**src/rtl/ysyx_25040109_idu_pipe.sv**
```systemverilog
// ysyx_25040109 instruction-decode stage: combinational RV32I/M/Zicsr decode
// captured into a two-entry (main + skid) buffer with valid/ready on both sides.
module ysyx_25040109_idu_pipe #(
  parameter int XLEN     = 32,
  parameter bit EN_M     = 1'b1,
  parameter bit EN_ZICSR = 1'b1
) (
  input  logic            clk,
  input  logic            rst,
  input  logic            flush,
  input  logic            in_valid,
  output logic            in_ready,
  input  logic [31:0]     in_inst,
  input  logic [XLEN-1:0] in_pc,
  output logic            out_valid,
  input  logic            out_ready,
  output logic [XLEN-1:0] out_pc,
  output logic [31:0]     out_inst,
  output logic [4:0]      out_rd,
  output logic [4:0]      out_rs1,
  output logic [4:0]      out_rs2,
  output logic            out_rs1_use,
  output logic            out_rs2_use,
  output logic [XLEN-1:0] out_imm,
  output logic            out_wen,
  output logic [2:0]      out_funct3,
  output logic [6:0]      out_funct7,
  output logic [11:0]     out_csr_addr,
  output logic            out_illegal
);

  typedef struct packed {
    logic [XLEN-1:0] pc;
    logic [31:0]     inst;
    logic [XLEN-1:0] imm;
    logic            wen;
    logic            rs1_use;
    logic            rs2_use;
    logic            illegal;
  } entry_t;

  entry_t dec, main_q, skid_q;
  logic   main_v, skid_v;

  logic [6:0]  opc;
  logic [2:0]  f3;
  logic [6:0]  f7;
  logic [11:0] f12;
  logic [31:0] i;

  assign i   = in_inst;
  assign opc = i[6:0];
  assign f3  = i[14:12];
  assign f7  = i[31:25];
  assign f12 = i[31:20];

  logic is_lui, is_auipc, is_jal, is_jalr, is_load;
  logic is_store, is_branch, is_opimm, is_op, is_sys;

  assign is_lui    = opc == 7'b0110111;
  assign is_auipc  = opc == 7'b0010111;
  assign is_jal    = opc == 7'b1101111;
  assign is_jalr   = opc == 7'b1100111;
  assign is_load   = opc == 7'b0000011;
  assign is_store  = opc == 7'b0100011;
  assign is_branch = opc == 7'b1100011;
  assign is_opimm  = opc == 7'b0010011;
  assign is_op     = opc == 7'b0110011;
  assign is_sys    = opc == 7'b1110011;

  logic [31:0] imm;
  logic        wen, r1, r2, ill;

  always_comb begin
    imm = '0;
    wen = 1'b0;
    r1  = 1'b0;
    r2  = 1'b0;
    ill = 1'b0;
    unique case (1'b1)
      is_lui, is_auipc: begin
        imm = {i[31:12], 12'b0};
        wen = 1'b1;
      end
      is_jal: begin
        imm = {{12{i[31]}}, i[19:12], i[20], i[30:21], 1'b0};
        wen = 1'b1;
      end
      is_jalr: begin
        imm = {{20{i[31]}}, i[31:20]};
        wen = 1'b1;
        r1  = 1'b1;
        ill = f3 != 3'd0;
      end
      is_load: begin
        imm = {{20{i[31]}}, i[31:20]};
        wen = 1'b1;
        r1  = 1'b1;
        ill = f3 == 3'd3 || f3 == 3'd6 || f3 == 3'd7;
      end
      is_store: begin
        imm = {{20{i[31]}}, i[31:25], i[11:7]};
        r1  = 1'b1;
        r2  = 1'b1;
        ill = f3 >= 3'd3;
      end
      is_branch: begin
        imm = {{20{i[31]}}, i[7], i[30:25], i[11:8], 1'b0};
        r1  = 1'b1;
        r2  = 1'b1;
        ill = f3 == 3'd2 || f3 == 3'd3;
      end
      is_opimm: begin
        imm = {{20{i[31]}}, i[31:20]};
        wen = 1'b1;
        r1  = 1'b1;
        ill = (f3 == 3'd1 && f7 != 7'h00) ||
              (f3 == 3'd5 && f7 != 7'h00 && f7 != 7'h20);
      end
      is_op: begin
        wen = 1'b1;
        r1  = 1'b1;
        r2  = 1'b1;
        unique case (f7)
          7'h00:   ill = 1'b0;
          7'h20:   ill = !(f3 == 3'd0 || f3 == 3'd5);
          7'h01:   ill = !EN_M;
          default: ill = 1'b1;
        endcase
      end
      is_sys: begin
        if (f3[2]) imm = {27'b0, i[19:15]};
        wen = f3 != 3'd0;
        r1  = f3 == 3'd1 || f3 == 3'd2 || f3 == 3'd3;
        if (f3 == 3'd0)
          ill = !(f12 == 12'h000 || f12 == 12'h001 || f12 == 12'h302);
        else if (f3 == 3'd4)
          ill = 1'b1;
        else
          ill = !EN_ZICSR;
      end
      default: ill = 1'b1;
    endcase
  end

  always_comb begin
    dec         = '0;
    dec.pc      = in_pc;
    dec.inst    = in_inst;
    dec.imm     = imm;
    dec.rs1_use = r1;
    dec.rs2_use = r2;
    dec.illegal = ill;
    dec.wen     = wen && !ill && i[11:7] != 5'd0;
  end

  logic acc, deq;
  assign acc = in_valid && !skid_v;
  assign deq = main_v && out_ready;

  // skid only fills while main is held, so main empty implies skid empty
  always_ff @(posedge clk) begin
    if (rst) begin
      main_v <= 1'b0;
      skid_v <= 1'b0;
      main_q <= '0;
      skid_q <= '0;
    end else if (flush) begin
      main_v <= 1'b0;
      skid_v <= 1'b0;
    end else if (!main_v) begin
      if (acc) begin
        main_q <= dec;
        main_v <= 1'b1;
      end
    end else if (deq) begin
      if (skid_v) begin
        main_q <= skid_q;
        skid_v <= 1'b0;
      end else if (acc) begin
        main_q <= dec;
      end else begin
        main_v <= 1'b0;
      end
    end else if (acc) begin
      skid_q <= dec;
      skid_v <= 1'b1;
    end
  end

  assign in_ready     = !skid_v;
  assign out_valid    = main_v;
  assign out_pc       = main_q.pc;
  assign out_inst     = main_q.inst;
  assign out_rd       = main_q.inst[11:7];
  assign out_rs1      = main_q.inst[19:15];
  assign out_rs2      = main_q.inst[24:20];
  assign out_funct3   = main_q.inst[14:12];
  assign out_funct7   = main_q.inst[31:25];
  assign out_csr_addr = main_q.inst[31:20];
  assign out_rs1_use  = main_q.rs1_use;
  assign out_rs2_use  = main_q.rs2_use;
  assign out_imm      = main_q.imm;
  assign out_wen      = main_q.wen;
  assign out_illegal  = main_q.illegal;

endmodule

```
**config.mk**
```make
export PLATFORM = sky130hd
export DESIGN_NAME = ysyx_25040109_idu_pipe
export DESIGN_NICKNAME = d
export VERILOG_FILES = /design/src/rtl/ysyx_25040109_idu_pipe.sv
export SDC_FILE = /design/constraint.sdc
export NUM_CORES = 1
export LEC_CHECK = 0
export ABC_CLOCK_PERIOD_IN_PS = 1400
export BUFFER_PORTS_ARGS = -buffer_cell sky130_fd_sc_hd__buf_2
export CELL_PAD_IN_SITES_DETAIL_PLACEMENT = 1
export CELL_PAD_IN_SITES_GLOBAL_PLACEMENT = 1
export CORE_ASPECT_RATIO = 2
export CORE_UTILIZATION = 35
export DETAILED_ROUTE_END_ITERATION = 10
export GPL_TIMING_DRIVEN = 0
export HOLD_SLACK_MARGIN = 0.06
export PLACE_DENSITY = 0.75
export SYNTH_ARGS = -nofsm -noshare
export SYNTH_HDL_FRONTEND = slang
export SYNTH_SLANG_ARGS = --single-unit
```
**constraint.sdc**
```tcl
create_clock -name clk -period 1.4 [get_ports clk]
set_input_delay 0.07 -clock clk [delete_from_list [all_inputs] [get_ports clk]]
set_output_delay 0.07 -clock clk [all_outputs]
set_load 0.05 [all_outputs]
```
# Word level (Yosys, flattened, before mapping)
# Index checks and enable logic that the tools add are counted.
[totals]
regBits = 202
latch_bits = 0
ram_bits = 0
rom_bits = 0
inputBits = 69
out_inout_bits = 139
word_cells = 99
mem_count = 0
[op_classes]
addsub = 0
n_mul = 0
div_mod_pow = 0
n_lt_le_gt_ge = 1
eq_ne = 23
n_shift = 0
muxes = 19
n_bitwise = 2
n_reduce_logical = 38
[op_table]
columns = ["op", "n"]
rows = [
  ["$mux W100", 4],
  ["$pmux W32 S6", 1],
  ["$eq A7 B6 Y1 const B", 4],
  ["$eq A7 B7 Y1 const B", 4],
  ["$eq A7 B5 Y1 const B", 2],
  ["$eq A12 B1 Y1 const B", 1],
  ["$eq A12 B10 Y1 const B", 1],
  ["$eq A3 B3 Y1 const B", 4],
  ["$logic_not A12 Y1", 1],
  ["$logic_or A1 B1 Y1", 9],
  ["$mux W1", 9],
  ["$reduce_or A3 Y1", 3],
  ["$pmux W1 S8", 1],
  ["$eq A7 B1 Y1 const B", 1],
  ["$eq A7 B2 Y1 const B", 1],
  ["$logic_and A1 B1 Y1", 7],
  ["$logic_not A7 Y1", 1],
  ["$ne A7 B6 Y1 const B", 1],
  ["$reduce_bool A7 Y1", 1],
  ["$reduce_or A7 Y1", 1],
  ["$eq A3 B2 Y1 const B", 2],
  ["$pmux W1 S2", 3],
  ["$reduce_or A2 Y1", 3],
  ["$reduce_or A6 Y1", 1],
  ["12 further kinds", 17],
]

# Longest topological paths before layout
# Gate-level depths: netlist of run 1.
[depth]
word_depth = 13
mapped_depth = 8
mapped_depth_nobuf = 6

# Least setup slack after synthesis of run 1
# Ideal clock, no wire load.
[synth_path]
path_type = "register to register"
start = "register main_v, in the netlist out_valid"
end = "register skid_q[38] (netlist bit)"
setup_ns = 0.132
t_arrival_ns = 1.769
path_slack_ns = -0.501
path_stages_with_launch = 7
path_buffers = 2
synth_period_minus_slack_ns = 1.901
cell_sequence = "dfxtp_1 -> nand2b_1 -> or3_1 -> buf_2 -> buf_1 -> nand2_1 -> a21oi_1"
[synth_via]
elab_chain_cells = 3
[synth_lines]
columns = ["item", "line_no", "rtl"]
rows = [
  ["from (decl)", "43", "logic main_v, skid_v;"],
  ["from (signal assigned)", "164", "main_v <= 1'b0;"],
  ["from (signal assigned)", "169", "main_v <= 1'b0;"],
  ["from (signal assigned)", "174", "main_v <= 1'b1;"],
  ["$logic_and A1 B1 Y1", "159", "assign deq = main_v && out_ready;"],
  ["$not A1 Y1 (no line)", "-", ""],
  ["$reduce_and A4 Y1 (no line) *", "-", ""],
  ["to (signal assigned)", "167", "skid_q <= '0;"],
  ["to (signal assigned)", "186", "skid_q <= dec;"],
  ["to (decl)", "42", "entry_t dec, main_q, skid_q;"],
]
# Mark *: on every way between the ends. The rest lies on a longest branch, timed or not.
# A chain may end at the register's enable or synchronous reset.

# Worst setup path in the final report of run 1
[layout_path]
start = "register main_v, in the netlist out_valid"
end = "register main_q (netlist bit out_imm[17])"
[layout_via]
elab_chain_cells = 3
word_cells_on_any_way = 4
[layout_lines]
columns = ["item", "line_no", "rtl"]
rows = [
  ["$logic_and A1 B1 Y1", "159", ""],
  ["$ne A2 B1 Y1 (no line)", "-", ""],
  ["$reduce_and A2 Y1 (no line)", "-", ""],
  ["to (signal assigned)", "178", "main_q <= skid_q;"],
  ["to (decl)", "42", ""],
]
# Several ways; a longest one is shown, not always the timed one.

==> results of run 1 <==
==> worst register-to-register path, cell delays in order, from the launching register on <==
cell,delay [ns]
dfxtp_4,0.37
nand2b_4,0.09
nand2b_1,0.08
buf_6,0.14
a21oi_4,0.13
buf_6,0.19
buf_8,0.16
o22ai_1,0.09
a211oi_1,0.26
==> registers in the layout, summed over array words and instances (netlist names) <==
register / flops
out_imm: 32
out_rs1_use: 1
out_rs2_use: 1
out_pc: 32
skid_v: 1
out_wen: 1
out_valid: 1
out_illegal: 1
out_inst: 32
skid_q: 100
==> kinds of logic after synthesis <==
family | Yosys count | share of synthesized area (%)
AND/OR/NAND/NOR | 342 | 17.49
AO/OA/AOI/OAI | 335 | 25.92
flip-flops | 202 | 47.99
buffers and inverters | 137 | 8.493
XOR/XNOR | 1 | 0.1040
==> worst paths after layout <==
kind,cells after the start,slack (ns),from,end
max reg2reg,8,-0.20,out_valid,out_imm[17]
min,4,0.09,in_inst[3],skid_q[39]
min reg2reg,2,0.46,skid_q[2],skid_q[2]
max,8,-0.20,out_valid,out_imm[17]
==> cells in the final DEF, fill, tap and decap left out, types with 10 or more instances in the layout <==
cell             n
buf_2          207
dfxtp_1        200
nand2_1        107
nor2_1         100
o22ai_1         93
a211oi_1        83
buf_4           68
dlygate4sd3_1   65
a21oi_2         53
nand2_4         40
clkbuf_16       38
a21oi_1         37
clkbuf_1        29
a211oi_2        27
nand2_2         24
nor3_1          18
buf_6           15
buf_8           14
buf_12          12
nand3_1         10
clkbuf_8        10
==> final cells by class <==
| cell class | count | area (um2) | share of cell area (%) |
|---|---|---|---|
| multi-input combinational | 678 | 4523 | 34.44 |
| sequential | 202 | 4051 | 30.85 |
| timing repair buffer | 316 | 2409 | 18.34 |
| buffer | 133 | 1172 | 8.926 |
| clock buffer | 28 | 571.8 | 4.354 |
| tap | 287 | 359.1 | 2.734 |
| clock inverter | 4 | 26.28 | 0.2001 |
| inverter | 3 | 16.27 | 0.1238 |
| antenna | 2 | 5.005 | 0.03811 |
==> stage by stage <==
| stage | utilization [%] | power [mW] | setup WS [ns] | cell area [um2] | std cells |
|---|---|---|---|---|---|
| floorplan | - | 7.969 | -0.05933 | 8597 | 1017 |
| global placement | 41.97 | 8.695 | -0.6527 | 9957 | 1504 |
| detailed placement | 41.97 | 8.730 | -0.6249 | 9957 | 1504 |
| CTS | 50.01 | 14.15 | -0.1162 | 11860 | 1623 |
| global route | 55.36 | 14.75 | -0.2606 | 13130 | 1653 |
| finish | 55.36 | 14.34 | -0.1999 | 13130 | 1653 |
==> power by group through the flow <==
stage          clock network (mW)  registers (mW)  logic (mW)
5_1_grt                      5.48            6.14        3.13
3_5_place_dp                    0            6.24        2.49
2_1_floorplan                   0            6.88        1.09
6_report                     5.22            6.12        3.00
3_3_place_gp                    0            6.23        2.46
4_1_cts                      5.25            6.11        2.80
==> routing by layer <==
metal,vias to the layer above,track usage [%],part of all wire (%),wire (um)
met4,0,19.05,6.1,2269
met1,4632,26.49,34,12830
met5,-,0,0,0
met3,124,2.794,3.9,1448
met2,305,52.82,56,20870
li1,4288,-,-,-
==> what timing repair did <==
| action | 4_1_cts | 5_1_grt |
|---|---|---|
| setup buffers | 23 | 11 |
| gates resized for setup | 116 | 212 |
| hold buffers | 63 | 2 |
| pin swaps | 18 | 71 |
| gates cloned | 2 | 15 |
| setup endpoints to repair | 201 | 205 |
| endpoints found under the hold margin | 163 | 3 |
==> results.md, run 1 <==
- Setup-failing EPs final: 200
- Cell Pwr Density: 1092 mW/mm2
- Most frequent cells after synthesis: dfxtp_1 (202), nand2_1 (171), a211oi_1 (110)
- Actual slew at the worst max-slew pin: 0.8792 ns
- First-pass GRT wire length: 52.55 mm
- Worst path slowest cell: dfxtp_4
- Worst Setup End Kind: flip-flop
- Slew headroom: 41.39%
- Sinks on Clock Net: 202
- Post-Syn Area: 0.008427 mm2
- Initial Util: 35.52%
- Cell Rows: 80
- Sw frac: 31.67%
- Io pins: 208
- Setup TNS: -24.01 ns
- Core ar.: 0.02372 mm2
- CTS buffer count: 20
- Max-Cap Viols: 0
- Final-report hold violation count: 0
- Via Count: 9349
- Vias in the first global route: 9600
- Synth warnings: 0
- Crit start category: flip-flop
- Gpl congestion: 0.8443
- Status: finished with violations
- Int Power: 9.796 mW
- Net Sw Power: 4.541 mW
- Yosys cell types: 54
- Post-synth EDFFs: 0
- Die Span X: 111.7 um
- CTS tree: built
- Yosys reg bits: 202
- Combinational Power Share: 20.9%
- Final net count: 1423
- Worst min path class: input port to flip-flop
- Post-DP HPWL: 23.39 mm
- Setup skew after layout: 0.01151 ns
- Reg clk slew, reported paths: 0.07 ns
- Worst Path Arrival: 2.01 ns
- Final wirelength: 37.42 mm
- Synth area leaders: dfxtp_1 (48%), a211oi_1 (9.8%), nand2_1 (7.6%)
- Clock power share: 36.4%
- Synthesis-to-layout area growth: 55.86%
- Clock Latency Late Sink: 0.51 ns
- Critical Path RT: 1.81 ns
- Share of cells above drive strength 1: 41.13%
- Worst Path Max Fanout: 10
- I/O Buffers: 200
- Total grt overflow: 0
- Min Hold Slack: 0.08550 ns
- Share of flip-flops with an asynchronous set or reset: 0%
- Final ANT Viol Nets: 0
- CP bufs+invs: 3
- Failing checks: DRC, setup timing
- Die height: 221.4 um
- Syn_nets: 1086
- Iter 0 DRT Violations: 427
- H-Tree Depth: 1
- Wire per inst: 22.64 um
- Root buffer cell: clkbuf_16
- Flop pwr share: 42.7%
- Slew Limit Fails: 0
- Final period util: 114.3%
- Gr usage total: 27.34%
- Leakage power: 5.132 nW
- Max Freq: 625.1 MHz
- Die area: 0.02474 mm2
- Tmin final: 1.600 ns
- CTS max path bufs: 3
- CP cell instances: nand2b_4 -> nand2b_1 -> buf_6 -> a21oi_4 -> buf_6 -> buf_8 -> o22ai_1 -> a211oi_1
- Synth area leader: dfxtp_1
- Max VDD drop: 613.4 uV
- Critical Path Max Stage Delay: 0.37 ns
- Most used cell, CP: buf_6
- Largest net degree at the start of global routing: 15
- Critical path's top delay family: buffers and inverters
- Routed vias/inst: 5.656
- Worst setup margin: -0.1999 ns
- Critical path class: flip-flop to flip-flop
- Initial antenna violation count: 2
- Seq/Total Area, Yosys: 47.99%
- TritonRoute pass-1 iters: 8
- Fillers: 2697
- Yosys top cell area share: 47.99%
- Post-Synthesis Cells: 1017
- Count leader, synth: dfxtp_1
- Main synth FF type: dfxtp_1
- Post-route DRC: 13
- RSZ-0062 raised after global routing: true
- Syn avg cell area: 8.286 um2
Note: power is estimated with default switching activity, not from simulation.
==> run 2: changes to the inputs <==
- ABC_CLOCK_PERIOD_IN_PS: 1400 -> 2000
- CELL_PAD_IN_SITES_GLOBAL_PLACEMENT: 1 -> 2
- CORE_UTILIZATION: 35 -> 33
- PLACE_DENSITY: 0.75 -> 0.85
- clock period: 1.4 -> 2 ns (I/O delays scaled with it)
==> run 2 against run 1 <==
The run now ends clean; fmax decreased by 15%; critical path depth is 1 lower; final area is 14% lower; clock power down 29%; via count decreased by 6.6%; register-to-register slack better by 0.33 ns; sequential share of layout area is 5.1 points higher; clock-buffer cell count grew 3; first-iteration DRC count fell by 30%; die area is 6.0% higher; critical endpoint is now out_imm[23]; largest power group unchanged.
==> results.md, run 2 (synthesis results as in run 1) <==
- Power, Total: 9.811 mW (-32%)
- H-Tree Depth: 1 (unchanged)
- ANT cells: 0 (-2)
- Register area: 0.004045 mm2 (-0.15%)
- Util after Layout: 44.95% (-10 points)
- Via Count: 8728 (-6.6%)
- Min Hold Slack: 0.08677 ns (+0.001271 ns)
- Max-Cap Viols: 0 (unchanged)
- Synthesis-to-layout area growth: 33.54%
- Worst path slowest cell: dfxtp_2
- Worst Path Arrival: 2.24 ns (+0.23 ns)
- Crit start category: flip-flop
- Setup-failing EPs final: 0 (-100%)
- Gpl congestion: 0.9007 (+6.7%)
- Leakage power: 4.465 nW (-13%)
- CP cell instances: nand2b_1 -> nor2b_1 -> clkbuf_4 -> nand2_1 -> a21oi_1 -> buf_4 -> a211oi_1
- Share of cells above drive strength 1: 26.38% (-15 points)
- Core ar.: 0.02503 mm2 (+5.5%)
- Final wirelength: 32.45 mm (-13%)
- CTS buffer count: 20 (unchanged)
- R2r worst-path depth: 7 (-1)
- Die Span X: 115.0 um (+2.9%)
- Final period util: 93.64% (-21 points)
- Clock Latency Late Sink: 0.51 ns (about the same)
- Area of the multi-input gates: 0.003704 mm2 (-18%)
- Final net count: 1378 (-3.2%)
- TritonRoute pass-1 iters: 5 (-3)
- Worst hold stages: 4 (unchanged)
- Max Freq: 533.9 MHz (-15%)
- Post-DP HPWL: 24.01 mm (+2.6%)
- Final-report hold violation count: 0 (unchanged)
- Post-route DRC: 0 (-13)
- Cell Rows: 82 (+2.5%)
- Max reg flops: 100 (unchanged)
- Max VDD drop: 587.1 uV (-4.3%)
- Wire per inst: 19.61 um (-13%)
- Die area: 0.02622 mm2 (+6.0%)
- Critical Path RT: 2.37 ns (+0.56 ns)
- Gr usage total: 25.12% (-2.2 points)
- Initial antenna violation count: 0 (-2)
- Slew Limit Fails: 0 (unchanged)
- RSZ-0062 raised after global routing: false
- Worst min path class: input port to flip-flop
- Critical path class: flip-flop to flip-flop
- Iter 0 DRT Violations: 299 (-30%)
- Sinks on Clock Net: 202 (unchanged)
- CTS max path bufs: 3 (unchanged)
- Root buffer cell: clkbuf_16
- Top reg by flops: skid_q
- Initial Util: 33.66% (-1.9 points)
- Worst Path Max Fanout: 10 (unchanged)
- CP bufs+invs: 2 (-1)
- Most common cell after layout, fill and taps aside: buf_2
- Total grt overflow: 0 (unchanged)
- Flop2flop setup slack: 0.13 ns (+0.33 ns)
- Cell count along the critical path: 7 (-1)
- I/O Buffers: 200 (unchanged)
- CTS tree: built
- Vias in the first global route: 9269 (-3.4%)
- Actual slew at the worst max-slew pin: 0.7509 ns (-0.1283 ns)
- Setup skew after layout: 0.006926 ns (-0.004583 ns)
- Die height: 228.0 um (+3.0%)
- Routed vias/inst: 5.274 (-6.8%)
- Worst Setup End Kind: flip-flop
- Reg clk slew, reported paths: 0.06 ns (about the same)
- Final ANT Viol Nets: 0 (unchanged)
- Io pins: 208 (unchanged)
- Slew headroom: 49.94% (+8.6 points)
- Critical path's top delay family: simple AND/OR/NAND/NOR gates
- Critical Path Max Stage Delay: 0.36 ns (about the same)
- Largest net degree at the start of global routing: 15 (unchanged)
- Status: completed
- Tmin final: 1.873 ns (+0.2730 ns)
- Most frequent cells in the layout: buf_2 (228), dfxtp_1 (201), nand2_1 (171)
- Cell Pwr Density: 871.8 mW/mm2 (-20%)
- First-pass GRT wire length: 50.98 mm (-3.0%)
- Fillers: 3115 (+15%)
## run 2: cell count changes in the layout (fill, tap and decap cells not counted), sizes merged
cell / previous run / this run
clkinv: 3 / 0
diode: 2 / 0
clkinvlp: 0 / 1
dlygate4sd3: 65 / 63
buf: 318 / 278
inv: 4 / 3
## run 2: cell type report
cell class	count	area share, %
sequential	202	35.95
clock inverter	1	0.06671
inverter	3	0.1001
multi-input combinational	678	32.91
clock buffer	31	5.448
buffer	134	6.716
timing repair buffer	270	15.08
tap	336	3.736
## run 2: through the flow
step	setup TNS (ns)	worst slack (ns)	instances	cell area, um2
2_1_floorplan	0	0.09854	1017	8427
3_3_place_gp	-19.93	-0.4208	1553	9848
3_5_place_dp	-23.80	-0.3834	1553	9848
4_1_cts	0	0.01454	1653	11180
5_1_grt	0	0.004528	1655	11250
6_report	0	0.1271	1655	11250
## run 2: final timing paths
kind         startpoint           to
min reg2reg  skid_q[94]   skid_q[94]
max reg2reg   out_valid  out_imm[23]
min            in_valid    out_valid
max           out_valid  out_imm[23]
## run 2: worst min-delay path, stage by stage
cell	delay, ns
buf_2	0.13
nor2b_1	0.14
a21oi_1	0.12
nor3_1	0.05
## run 2: repair_timing
item,CTS,global route
hold buffers,63,0
setup buffers,5,2
hold endpoints to repair,155,0
gates resized for setup,23,25
pin swaps,1,1
endpoints found under the setup margin,158,161
## run 2: report_power, final
group	internal (mW)	leakage (nW)	switching, mW	total [mW]
Sequential	4.18	1.65	0.102	4.28
Clock	2.09	0.301	1.60	3.70
Combinational	0.542	2.52	1.30	1.84
## run 2: per-layer routing
layer	global-route usage (%)	wire length, um	vias up
met5	0	0	-
met4	13.47	1595	0
met3	3.507	1468	89
met2	47.78	17710	260
met1	25.55	11680	4182
li1	-	-	4197
==> run 3: changes to the inputs <==
- ABC_AREA: not set -> 0
- REMOVE_ABC_BUFFERS: not set -> 1
==> run 3 against run 2 <==
Die area unchanged; highest routed layer unchanged; critical path depth unchanged; critical endpoint is now skid_q[85]; wire length decreased by 1.8%.
==> results.md, run 3 (synthesis results as in run 1) <==
- CTS tree: built
- Initial Util: 33.66% (unchanged)
- Wire per inst: 20.40 um (+4.1%)
- Post-DP HPWL: 18.73 mm (-22%)
- Largest net degree at the start of global routing: 134 (+119)
- Top reg by flops: skid_q
- Max Freq: 517.9 MHz (-3.0%)
- Die height: 228.0 um (unchanged)
- Max VDD drop: 495.0 uV (-16%)
- Worst setup margin: 0.06929 ns (-0.05782 ns)
- Worst Setup End Kind: flip-flop
- Slew Limit Fails: 0 (unchanged)
- Worst Path Max Fanout: 48 (+38)
- Combinational Power Share: 18.1% (-0.6 points)
- Crit start category: flip-flop
- Cell Pwr Density: 888.5 mW/mm2 (+1.9%)
- Net Sw Power: 3.018 mW (+0.69%)
- Initial antenna violation count: 0 (unchanged)
- CP cell instances: inv_6 -> nand2_8 -> buf_16 -> or3_4 -> buf_12 -> nand2_1 -> a21oi_1
- Final wirelength: 31.85 mm (-1.8%)
- Sw frac: 30.13% (-0.42 points)
- Io pins: 208 (unchanged)
- Area of the multi-input gates: 0.003836 mm2 (+3.6%)
- I/O Buffers: 207 (+3.5%)
- Tmin final: 1.931 ns (+0.05782 ns)
- Worst min path class: input port to flip-flop
- Share of cells above drive strength 1: 24.33% (-2.1 points)
- Reg clk slew, reported paths: 0.07 ns (about the same)
- TritonRoute pass-1 iters: 5 (unchanged)
- Critical path class: flip-flop to flip-flop
- Slew headroom: 34.18% (-16 points)
- Clock Latency Late Sink: 0.50 ns (about the same)
- Die Span X: 115.0 um (unchanged)
- Worst Path Arrival: 2.30 ns (+0.06 ns)
- Worst path slowest cell: or3_4
- Iter 0 DRT Violations: 426 (+42%)
- Register area: 0.004051 mm2 (+0.15%)
- First-pass GRT wire length: 49.22 mm (-3.5%)
- Final-report hold violation count: 0 (unchanged)
- Int Power: 6.998 mW (+2.7%)
- Status: completed
- RSZ-0062 raised after global routing: false
- Core ar.: 0.02503 mm2 (unchanged)
- Sinks on Clock Net: 202 (unchanged)
- H-Tree Depth: 1 (unchanged)
- Routed vias/inst: 5.418 (+2.7%)
- Final net count: 1280 (-7.1%)
- Gpl congestion: 0.8107 (-10%)
- Most frequent cells in the layout: buf_2 (206), dfxtp_1 (200), nand2_1 (170)
- Setup skew after layout: 0.01049 ns (+0.003565 ns)
- CTS max path bufs: 3 (unchanged)
- Leakage power: 4.346 nW (-2.7%)
- Setup-failing EPs final: 0 (unchanged)
- Die area: 0.02622 mm2 (unchanged)
- Critical Path Max Stage Delay: 0.55 ns (+0.19 ns)
- Critical Path RT: 2.37 ns (about the same)
- Final period util: 96.54% (+2.9 points)
- Via Count: 8458 (-3.1%)
- Util after Layout: 45.03% (+0.080 points)
- Total grt overflow: 0 (unchanged)
- CTS buffer count: 20 (unchanged)
- Flop pwr share: 42.7% (-0.9 points)
- ANT cells: 0 (unchanged)
- Max-Cap Viols: 0 (unchanged)
- Gr usage total: 24.12% (-1.0 points)
- Vias in the first global route: 8700 (-6.1%)
- Synthesis-to-layout area growth: 33.78%
- Most common cell after layout, fill and taps aside: buf_2
- Root buffer cell: clkbuf_16
- Final ANT Viol Nets: 0 (unchanged)
- Cell Rows: 82 (unchanged)
- Max reg flops: 100 (unchanged)
- Fillers: 3035 (-2.6%)
- Post-route DRC: 0 (unchanged)
- Actual slew at the worst max-slew pin: 0.9830 ns (+0.2321 ns)
- DP Worst Slack: -1.012 ns (-0.6291 ns)
- Clock power share: 39.2% (+1.5 points)
-- run 3: layer usage --
metal,track usage [%],vias up,share of wire [%]
met5,0,-,0
met4,10.80,0,4.2
met3,2.072,68,2.7
met2,45.59,213,54
met1,26.46,4158,39
li1,-,4019,-
-- run 3: worst paths after layout --
check / cells past startpoint / end / from / slack (ns)
max: 7 / skid_q[85] / skid_v / 0.07
min: 3 / out_inst[6] / in_inst[6] / 0.08
max reg2reg: 7 / skid_q[85] / skid_v / 0.07
min reg2reg: 2 / skid_q[79] / skid_q[79] / 0.46
-- run 3: timing repair --
item                                    4_1_cts  5_1_grt
pin swaps                                     5        1
hold buffers                                 68        0
endpoints found under the setup margin      199       31
hold endpoints to repair                    175        0
buffers inserted                             10        0
cloned                                        6        1
resized for setup                            19        5
-- run 3: through the flow --
step	instance area, um2	std cells	TNS, ns	hold WS, ns	power, mW
final	11270	1561	0	0.08026	10.02
after floorplan	7722	883	-494.92	0.1691	5.388
after detailed placement	9593	1441	-112.09	0.3486	6.012
after global placement	9179	1426	-1101.93	0.3402	5.951
after global routing	11270	1561	0	0.1054	10.38
after CTS	11250	1561	0	0.07123	10.11
-- run 3: area by class of cell --
type                       count  share of cell area [%]
multi-input combinational    682                   34.03
clock inverter                 3                  0.1887
inverter                       3                  0.1443
sequential                   202                   35.94
clock buffer                  33                   5.949
tap                          336                   3.729
timing repair buffer         302                   20.02
-- run 3: worst max-delay path: cells and delay by family (launching register included) --
kind,cells,cell delay [ns]
AND/OR/NAND/NOR,3,0.72
buffers and inverters,3,0.55
flip-flops,1,0.42
AO/OA/AOI/OAI,1,0.06
-- run 3: power by group through the flow --
stage / Combinational, mW / Clock (mW) / Sequential [mW]
CTS: 1.82 / 4.02 / 4.27
detailed placement: 1.65 / 0 / 4.36
global route: 1.91 / 4.17 / 4.29
global placement: 1.60 / 0 / 4.35
finish: 1.82 / 3.93 / 4.27
floorplan: 0.387 / 0 / 5.00
